### src/rtl/envelope_sequencer_if.sv
// Host write port and sample_counter configuration bus of the envelope sequencer.
interface envelope_sequencer_if;
  logic [15:0] host_data_in;
  logic [5:0]  host_addr_in;
  logic        host_valid_in;
  logic        host_ready_out;
  logic [15:0] data_out;
  logic [5:0]  addr_out;
  logic        data_valid_out;
  logic        busy_out;
  logic        overrun_out;

  modport master (
    output host_data_in, host_addr_in, host_valid_in,
    input  host_ready_out, data_out, addr_out, data_valid_out, busy_out, overrun_out
  );

  modport slave (
    input  host_data_in, host_addr_in, host_valid_in,
    output host_ready_out, data_out, addr_out, data_valid_out, busy_out, overrun_out
  );
endinterface

### src/rtl/envelope_sequencer.sv
// Per-frame linear attack/release envelope for 4 voices, merged round-robin with host writes onto one bus.
// Granted writes appear one cycle after grant; host is held off only while the envelope is owed its turn.
module envelope_sequencer #(
  parameter int          NUM_VOICES = 4,
  parameter logic [5:0]  VOL_BASE   = 6'h04,
  parameter logic [9:0]  TICK_COUNT = 10'h3FF
) (
  input  logic       clk_in,
  input  logic       reset_in,
  input  logic [9:0] master_count_in,
  envelope_sequencer_if.slave bus
);

  typedef enum logic [1:0] {IDLE, CALC, REQ, NEXT} state_t;

  state_t      state_q, state_d;
  logic [1:0]  v_q, v_d;
  logic        tick_pending_q, tick_pending_d;
  logic        overrun_q, overrun_d;
  logic        last_host_q;

  logic [NUM_VOICES-1:0] gate_q, en_q;
  logic [7:0] step_q   [NUM_VOICES];
  logic [7:0] target_q [NUM_VOICES];
  logic [7:0] level_q  [NUM_VOICES];

  logic [15:0] data_q;
  logic [5:0]  addr_q;
  logic        dvld_q;

  logic tick, busy, env_req, host_ready, host_fwd, host_grant, env_grant, cfg_wr, tick_take;
  logic [1:0] cfg_idx;
  logic [7:0] cur_level, cur_step, cur_target, new_level;
  logic [8:0] sum9;

  assign tick       = (master_count_in == TICK_COUNT);
  assign busy       = (state_q != IDLE);
  assign env_req    = (state_q == REQ);
  // Host loses only when both could go and it had the previous grant.
  assign host_ready = !(env_req && last_host_q);
  assign host_fwd   = bus.host_valid_in && !bus.host_addr_in[5];
  assign host_grant = host_fwd && host_ready;
  assign env_grant  = env_req && !host_grant;
  assign cfg_wr     = bus.host_valid_in && host_ready && (bus.host_addr_in[5:3] == 3'b100);
  assign cfg_idx    = bus.host_addr_in[1:0];

  assign cur_level  = level_q[v_q];
  assign cur_step   = step_q[v_q];
  assign cur_target = target_q[v_q];
  assign sum9       = {1'b0, cur_level} + {1'b0, cur_step};

  always_comb begin
    new_level = cur_level;
    if (gate_q[v_q]) begin
      if (sum9[8] || (sum9[7:0] > cur_target)) new_level = cur_target;
      else                                     new_level = sum9[7:0];
    end else begin
      new_level = (cur_level > cur_step) ? (cur_level - cur_step) : 8'h00;
    end
  end

  always_comb begin
    state_d   = state_q;
    v_d       = v_q;
    tick_take = 1'b0;
    case (state_q)
      IDLE: begin
        if (tick_pending_q) begin
          tick_take = 1'b1;
          v_d       = 2'd0;
          state_d   = CALC;
        end
      end
      CALC: state_d = en_q[v_q] ? REQ : NEXT;
      REQ:  if (env_grant) state_d = NEXT;
      NEXT: begin
        if (v_q == 2'(NUM_VOICES - 1)) begin
          state_d = IDLE;
        end else begin
          v_d     = v_q + 2'd1;
          state_d = CALC;
        end
      end
      default: state_d = IDLE;
    endcase
  end

  always_comb begin
    tick_pending_d = (tick_pending_q && !tick_take) || (tick && !tick_pending_q && !busy);
    overrun_d      = overrun_q || (tick && (tick_pending_q || busy));
  end

  always_ff @(posedge clk_in or posedge reset_in) begin
    if (reset_in) begin
      state_q        <= IDLE;
      v_q            <= 2'd0;
      tick_pending_q <= 1'b0;
      overrun_q      <= 1'b0;
      last_host_q    <= 1'b0;
      data_q         <= 16'h0000;
      addr_q         <= 6'h00;
      dvld_q         <= 1'b0;
      gate_q         <= '0;
      en_q           <= '0;
      for (int i = 0; i < NUM_VOICES; i++) begin
        step_q[i]   <= 8'h00;
        target_q[i] <= 8'h00;
        level_q[i]  <= 8'h00;
      end
    end else begin
      state_q        <= state_d;
      v_q            <= v_d;
      tick_pending_q <= tick_pending_d;
      overrun_q      <= overrun_d;

      if (host_grant) begin
        data_q      <= bus.host_data_in;
        addr_q      <= bus.host_addr_in;
        dvld_q      <= 1'b1;
        last_host_q <= 1'b1;
      end else if (env_grant) begin
        data_q      <= {8'h00, cur_level};
        addr_q      <= VOL_BASE + {4'b0000, v_q};
        dvld_q      <= 1'b1;
        last_host_q <= 1'b0;
      end else begin
        dvld_q <= 1'b0;
      end

      if ((state_q == CALC) && en_q[v_q]) level_q[v_q] <= new_level;

      if (cfg_wr) begin
        if (!bus.host_addr_in[2]) begin
          gate_q[cfg_idx] <= bus.host_data_in[15];
          en_q[cfg_idx]   <= bus.host_data_in[14];
          step_q[cfg_idx] <= bus.host_data_in[7:0];
        end else begin
          target_q[cfg_idx] <= bus.host_data_in[7:0];
        end
      end
    end
  end

  assign bus.host_ready_out = host_ready;
  assign bus.data_out       = data_q;
  assign bus.addr_out       = addr_q;
  assign bus.data_valid_out = dvld_q;
  assign bus.busy_out       = busy;
  assign bus.overrun_out    = overrun_q;

endmodule
### src/flat_wrapper.sv
// flat-port wrapper written by rule: the top's interface ports become plain ports
module envelope_sequencer_flat 
#(
  parameter int          NUM_VOICES = 4,
  parameter logic [5:0]  VOL_BASE   = 6'h04,
  parameter logic [9:0]  TICK_COUNT = 10'h3FF
)
  (clk_in, reset_in, master_count_in, bus_host_data_in, bus_host_addr_in, bus_host_valid_in, bus_host_ready_out, bus_data_out, bus_addr_out, bus_data_valid_out, bus_busy_out, bus_overrun_out);
  envelope_sequencer_if bus_i ();
  input  logic clk_in;
  input  logic reset_in;
  input  logic [9:0] master_count_in;
  input wire logic [$bits(bus_i.host_data_in)-1:0] bus_host_data_in;
  input wire logic [$bits(bus_i.host_addr_in)-1:0] bus_host_addr_in;
  input wire logic [$bits(bus_i.host_valid_in)-1:0] bus_host_valid_in;
  output wire logic [$bits(bus_i.host_ready_out)-1:0] bus_host_ready_out;
  output wire logic [$bits(bus_i.data_out)-1:0] bus_data_out;
  output wire logic [$bits(bus_i.addr_out)-1:0] bus_addr_out;
  output wire logic [$bits(bus_i.data_valid_out)-1:0] bus_data_valid_out;
  output wire logic [$bits(bus_i.busy_out)-1:0] bus_busy_out;
  output wire logic [$bits(bus_i.overrun_out)-1:0] bus_overrun_out;
  assign bus_i.host_data_in = bus_host_data_in;
  assign bus_i.host_addr_in = bus_host_addr_in;
  assign bus_i.host_valid_in = bus_host_valid_in;
  assign bus_host_ready_out = bus_i.host_ready_out;
  assign bus_data_out = bus_i.data_out;
  assign bus_addr_out = bus_i.addr_out;
  assign bus_data_valid_out = bus_i.data_valid_out;
  assign bus_busy_out = bus_i.busy_out;
  assign bus_overrun_out = bus_i.overrun_out;
  envelope_sequencer #(.NUM_VOICES(NUM_VOICES), .VOL_BASE(VOL_BASE), .TICK_COUNT(TICK_COUNT)) u_core (.clk_in(clk_in), .reset_in(reset_in), .master_count_in(master_count_in), .bus(bus_i));
endmodule
### config.mk
export PLATFORM = sky130hd
export DESIGN_NAME = envelope_sequencer_flat
export DESIGN_NICKNAME = d
export VERILOG_FILES = /design/src/rtl/envelope_sequencer_if.sv /design/src/rtl/envelope_sequencer.sv /design/src/flat_wrapper.sv
export SDC_FILE = /design/constraint.sdc
export NUM_CORES = 1
export LEC_CHECK = 0
export ABC_AREA = 1
export BUFFER_PORTS_ARGS = -buffer_cell sky130_fd_sc_hd__buf_2
export CORE_MARGIN = 8
export CORE_UTILIZATION = 30
export CTS_BUF_LIST = sky130_fd_sc_hd__clkbuf_8
export DETAILED_ROUTE_END_ITERATION = 10
export GPL_ROUTABILITY_DRIVEN = 1
export PLACE_DENSITY = 0.47
export SETUP_SLACK_MARGIN = 0.05
export SLEW_MARGIN = 25
export SYNTH_ARGS = -nofsm -noshare
export SYNTH_HDL_FRONTEND = slang
export SYNTH_SLANG_ARGS = --single-unit
### constraint.sdc
create_clock -name clk_in -period 4.3 [get_ports clk_in]
set_input_delay 0 -clock clk_in [delete_from_list [all_inputs] [get_ports clk_in]]
set_output_delay 0 -clock clk_in [all_outputs]
set_load 0.1 [all_outputs]
* Yosys cells after proc, flatten, opt, wreduce, memory -nomap -nowiden *
Index checks and enable logic that the tools add are counted.

cells by class
  reduce and logical (&&, ||, !) cells = 32
  multiplexer cells = 45
  add/subtract/negate cells = 4
  equal/unequal tests = 9
  bitwise logic cells = 3
  $lt $le $gt $ge = 9

operators by type and width
  cell                                                                           count
  32-bit bitwise mux                                                             3
  8-bit 2-to-1 mux                                                               11
  8-bit binary-select mux with 2-bit select                                      3
  8-bit demux with 2-bit select                                                  2
  16-bit 2-to-1 mux                                                              2
  8-bit > comparator                                                             2
  1-bit logical AND                                                              14
  6-bit 2-to-1 mux                                                               2
  1-bit 2-to-1 mux                                                               11
  10-bit == test (second input constant)                                         1
  8-bit by 8-bit adder with 9-bit output                                         1
  4-bit bitwise mux                                                              2
  2-bit 2-to-1 mux                                                               4
  2-bit case mux with 4 select lines                                             1
  8-bit subtractor                                                               1
  2-bit == test (second input constant)                                          3
  3-bit >= comparator (second input constant)                                    2
  1-bit zero test                                                                6
  2-bit by 3-bit less-than comparator with 1-bit output (second input constant)  2
  3-bit by 1-bit less-than comparator with 1-bit output (second input constant)  2
  2-bit NOT with 3-bit output                                                    2
  2-bit AND reduction                                                            3
  2-bit nonzero test                                                             3
  3-bit by 2-bit adder with 4-bit output (first input constant)                  1
  other kinds (13)                                                               18

storage, ports and cells
  logic and storage cells = 124
  register bits = 134
  bits of input ports = 35

* Depth between registers and ports, before layout *
  depth in word-level cells = 10
  gate-level depth with buffers = 30
  gate-level depth less buffers = 25

* Least setup slack after synthesis *
Ideal clock, no wire load.

  path kind = register to register
  start point = reg u_core.v_q[1]
  end point = reg u_core.level_q[15] (netlist bit)
  buffers on the path = 2
  stages on the path, launching flop included = 26
  required time = 4.183 ns
  clock period less this slack = 3.593 ns
  arrival time = 3.476 ns
  path slack = 0.707 ns
  cell sequence = dfrtp_1 inv_2 clkbuf_1 clkbuf_1 o21ai_0 o22ai_1 ha_1 inv_1 fa_1 inv_1 nand2_1 nand2_2 xor2_1 inv_1 ha_1 nand2_1 nor2_1 nand2_1 nand2_1 nand2_2 nand2_4 nand2_1 nand3_1 nand2_2 nand2_1 nand2_1

between the ends
  word-level cells in the longest chain between the ends = 10
  elaborated cells on any way between the ends = 29
  those cells by class = add/sub (2); order compare (4); mux (19); bitwise (1); reduce/logical (3)

RTL lines
  what                                                                 RTL line                                            text
  from (decl)                                                          envelope_sequencer.sv:17                            logic [1:0] v_q, v_d;
  from (signal assigned)                                               envelope_sequencer.sv:112                           v_q <= v_d;
  2-bit NOT with 3-bit output (implied by the code)                    --
  8-bit binary-select mux with 2-bit select, on equally long branches  envelope_sequencer.sv:47, envelope_sequencer.sv:48
  8-bit 2-to-1 mux, on equally long branches (2 in a row)              envelope_sequencer.sv:47, envelope_sequencer.sv:48
  8-bit by 8-bit adder with 9-bit output                               envelope_sequencer.sv:50                            assign sum9 = {1'b0, cur_level} + {1'b0, cur_step};
  8-bit > comparator                                                   envelope_sequencer.sv:55                            if (sum9[8] || (sum9[7:0] > cur_target)) new_level = cur_target;
  1-bit logical OR                                                     envelope_sequencer.sv:55
  8-bit 2-to-1 mux                                                     envelope_sequencer.sv:55
  8-bit 2-to-1 mux                                                     envelope_sequencer.sv:54                            if (gate_q[v_q]) begin
  32-bit bitwise mux                                                   envelope_sequencer.sv:130                           if ((state_q == CALC) && en_q[v_q]) level_q[v_q] <= new_level;
  to (signal, indexed assignment)                                      envelope_sequencer.sv:130
  to (decl)                                                            envelope_sequencer.sv:25                            logic [7:0] level_q [NUM_VOICES];

Parallel ways exist; a longest one is shown, timed or not. The select of a mux whose other input is x is not followed.
A chain may end at the register's enable or synchronous reset.

* Worst setup path after layout *
  start point = reg u_core.v_q[0]
  end point = reg u_core.level_q[5] (netlist bit)

Same word-level chain as after synthesis.

==> impl_metrics.csv <==
group,metric,value,unit
status,outcome,"finished, final reports clean",
final_layout,area_growth,19.58,%
global_routing,grtUsageTotal,15.32,%
logic_synthesis,netlist_area,7132,um2
sta,timing.fmax,259.4,MHz
logic_synthesis,yosysTopAreaCellShare,47.02,%
final_layout,final_nets,1042,
route,wl,21.32,mm
placement,place_congestion,0.8604,
worst_setup_path,crit_start,"u_core.v_q[0]",
placement,port_buffers,60,
route,vias_per_cell,4.767,
logic_synthesis,netlist_instances,883,
die,rows,56,
global_routing,grt_overflow,0,
worst_setup_path,worstPathCellList,"inv_2, buf_12, nand2_1, a32oi_1, ha_1, inv_1, fa_1, inv_1, nand2_1, nand2_2, xor2_1, inv_1, ha_1, nand2_1, nor2_1, nand4_1, nand2_2, nand2_4, nand2_1, nand3_1, nand2_2, nand2_1, nand2_1",
run,max_cap_violations,0,
worst_setup_path,cp_slowest_stage_delay,0.43,ns
final_layout,fin_util,36.44,%
logic_synthesis,synth-seq-cells,134,
logic_synthesis,syn_nets,953,
sta,tns,0,ns
route,ant_nets,0,
logic_synthesis,ys_warn_count,0,
route,routedWlPerCell,16.36,um
worst_setup_path,cp_max_fo,29,
sta,hold_violations,0,
clocking,h-tree-depth,4,
logic_synthesis,synthArstFlopShare,100.0,%
sta,rsz0062_at_grt,"false",
worst_setup_path,critical_path_class,"flop to flop",
clocking,clkSinkCount,134,
route,drtIter0Drc,374,
route,dr.pass1.iters,5,
global_routing,grt_pass1_wl,34.44,mm
die,initial_utilization,30.47,%
logic_synthesis,synth_cell_types,40,
die,die_h,170.2,um
clocking,clk_pin_slew,0.09,ns
worst_setup_path,path_delay_family,"simple AND/OR/NAND/NOR gates",
sta,post-route-period-util,89.66,%
global_routing,grt_antenna_before_repair,0,
final_layout,multi_input_area,3303,um2
logic_synthesis,synth_ff_type,"dfrtp_1",
global_routing,grt_max_degree,94,
clocking,clock_path_buffers,2,
sta,worstMarginPinSlew,0.8774,ns
logic_synthesis,synth.avg_cell_area,8.077,um2
die,die_area,28960,um2
worst_setup_path,cp.arrival,4.25,ns
clocking,cts_tree,"built",
placement,dp_slack,0.2709,ns
worst_setup_path,cpMaxStageDelayCell,"dfrtp_2",
final_layout,seq_area,3354,um2
final_layout,n_antenna_cell,0,
sta,fin_skew,0.01774,ns
die,die_width,170.2,um
logic_synthesis,yosys.area.top_type,"dfrtp_1",
die,ios,61,
sta,whs,0.01359,ns
worst_setup_path,crit_path_start_kind,"flop",
worst_setup_path,critPathBufInv,5,
sta,setup_slack,0.4446,ns
clocking,cts_buffers,17,
placement,place_hpwl,14.52,mm
hold_path,timing.hold.worst.start,"bus_host_data_in[7]",
clocking,clock-root-buffer,"clkbuf_8",
sta,period_minus_slack,3.855,ns
worst_setup_path,crit_required,4.69,ns
die,core_area,23400,um2
logic_synthesis,synth_edf_count,0,
route,drc,0,
sta,finalSetupViolations,0,
worst_setup_path,crit_top_cell,"nand2_1",
final_layout,n_fill_cell,2502,
worst_setup_path,end_kind,"flop",
logic_synthesis,synthTopCellsByArea,"dfrtp_1 47%, nand2_1 16%, o21ai_0 6.8%, ha_1 5.8%, inv_1 3.7%",
final_layout,drive_above_1_share,14.23,%
sta,max-slew-margin-rel,41.51,%
sta,slew_viol_final,0,
worst_setup_path,reg2reg_from,"u_core.v_q[0]",
logic_synthesis,synth-seq-area-share,47.02,%
global_routing,grt_pass1_vias,6317,
hold_path,min_path_type,"input pin to flop",
route,vias,6212,
clocking,worstSkewPairLatency,0.46,ns
cell usage after synthesis, drive strengths merged (7+ instances only):
library cell and number:
nor2 41, inv 75, nand3 49, ha 33, buf 22, a32o 7
nand2 310, o22ai 8, clkbuf 16, o21ai 102, a21oi 29, a32oi 9
dfrtp 134
sequential cells by signal, indices dropped and copies added (netlist names), named ones only:
name,flops
u_core.level_q,32
u_core.step_q,32
u_core.target_q,32
u_core.bus.data_out,16
u_core.bus.addr_out,6
u_core.en_q,4
u_core.gate_q,4
u_core.state_q,2
u_core.v_q,2
u_core.bus.data_valid_out,1
u_core.bus.overrun_out,1
u_core.last_host_q,1
placed cells by master, fill, tap and decap left out, types with 3 or more instances in the layout:
cell type	n
nand2_1	296
a22o_1	6
nand3_1	49
dlygate4sd3_1	29
o221ai_1	4
o21ai_0	97
o21ai_1	4
buf_4	16
o22ai_1	7
o21bai_1	4
buf_2	60
inv_6	5
inv_2	4
a31oi_1	3
o211ai_1	6
nand2_2	13
clkbuf_8	17
inv_1	71
ha_1	33
a32oi_1	9
bufinv_16	3
nor2_1	39
xor2_1	6
a32o_1	7
nand4_1	6
dfrtp_1	133
a21oi_1	26
metrics by stage:
step,instances,instance area (um2)
finish,1303,8528
global route,1303,8528
CTS,1302,8491
detailed placement,1242,7790
global placement,1242,7790
floorplan,883,7132
path summary, 6_finish.rpt:
kind / end / slack, ns / cells after the start
setup reg to reg: u_core.level_q[5] / 0.44 / 23
min in group asynchronous: u_core.step_q[30] / 0.27 / 3
setup / recovery: u_core.level_q[5] / 0.44 / 23
hold / removal: u_core.target_q[31] / 0.01 / 3
hold reg to reg: u_core.level_q[23] / 0.48 / 2
max in group asynchronous: u_core.v_q[0] / 2.90 / 4
tightest hold or removal path, cell delays in order:
cell and delay (ns):
buf_2 0.08, inv_1 0.15, o21ai_0 0.20
final cells by class:
class / instances / share of cell area, %
clock buffers: 17 / 2.744
clock inverters: 14 / 2.069
inverters: 76 / 3.448
multi-input cells: 635 / 38.73
flip-flops and latches: 134 / 39.33
well taps: 319 / 4.680
repair buffers: 108 / 8.994
timing repair:
item / in CTS / in global routing
hold endpoints to repair: 156 / 0
hold buffers: 29 / 0
resized for setup: 0 / 4
buffers inserted: 0 / 0
endpoints found under the setup margin: 0 / 32
kinds of logic after synthesis:
group                    synth area share [%]
AND/OR/NAND/NOR                         24.05
AO/OA/AOI/OAI                           15.05
adder cells (fa/ha/maj)                 6.351
buffers and inverters                   6.789
XOR/XNOR                               0.7368
flip-flops                              47.02
per-layer routing:
layer	routed length (um)	up-vias	GRT usage, %	share of wire, %
li1	-	3080	-	-
met1	10390	2983	20.53	49
met2	9691	131	24.36	45
met3	966	18	3.661	4.5
met4	274	0	4.157	1.3
met5	0	-	0	0
Power is not shown: default switching activity piles up to over one toggle a cycle in this logic, so the estimate is an artifact.
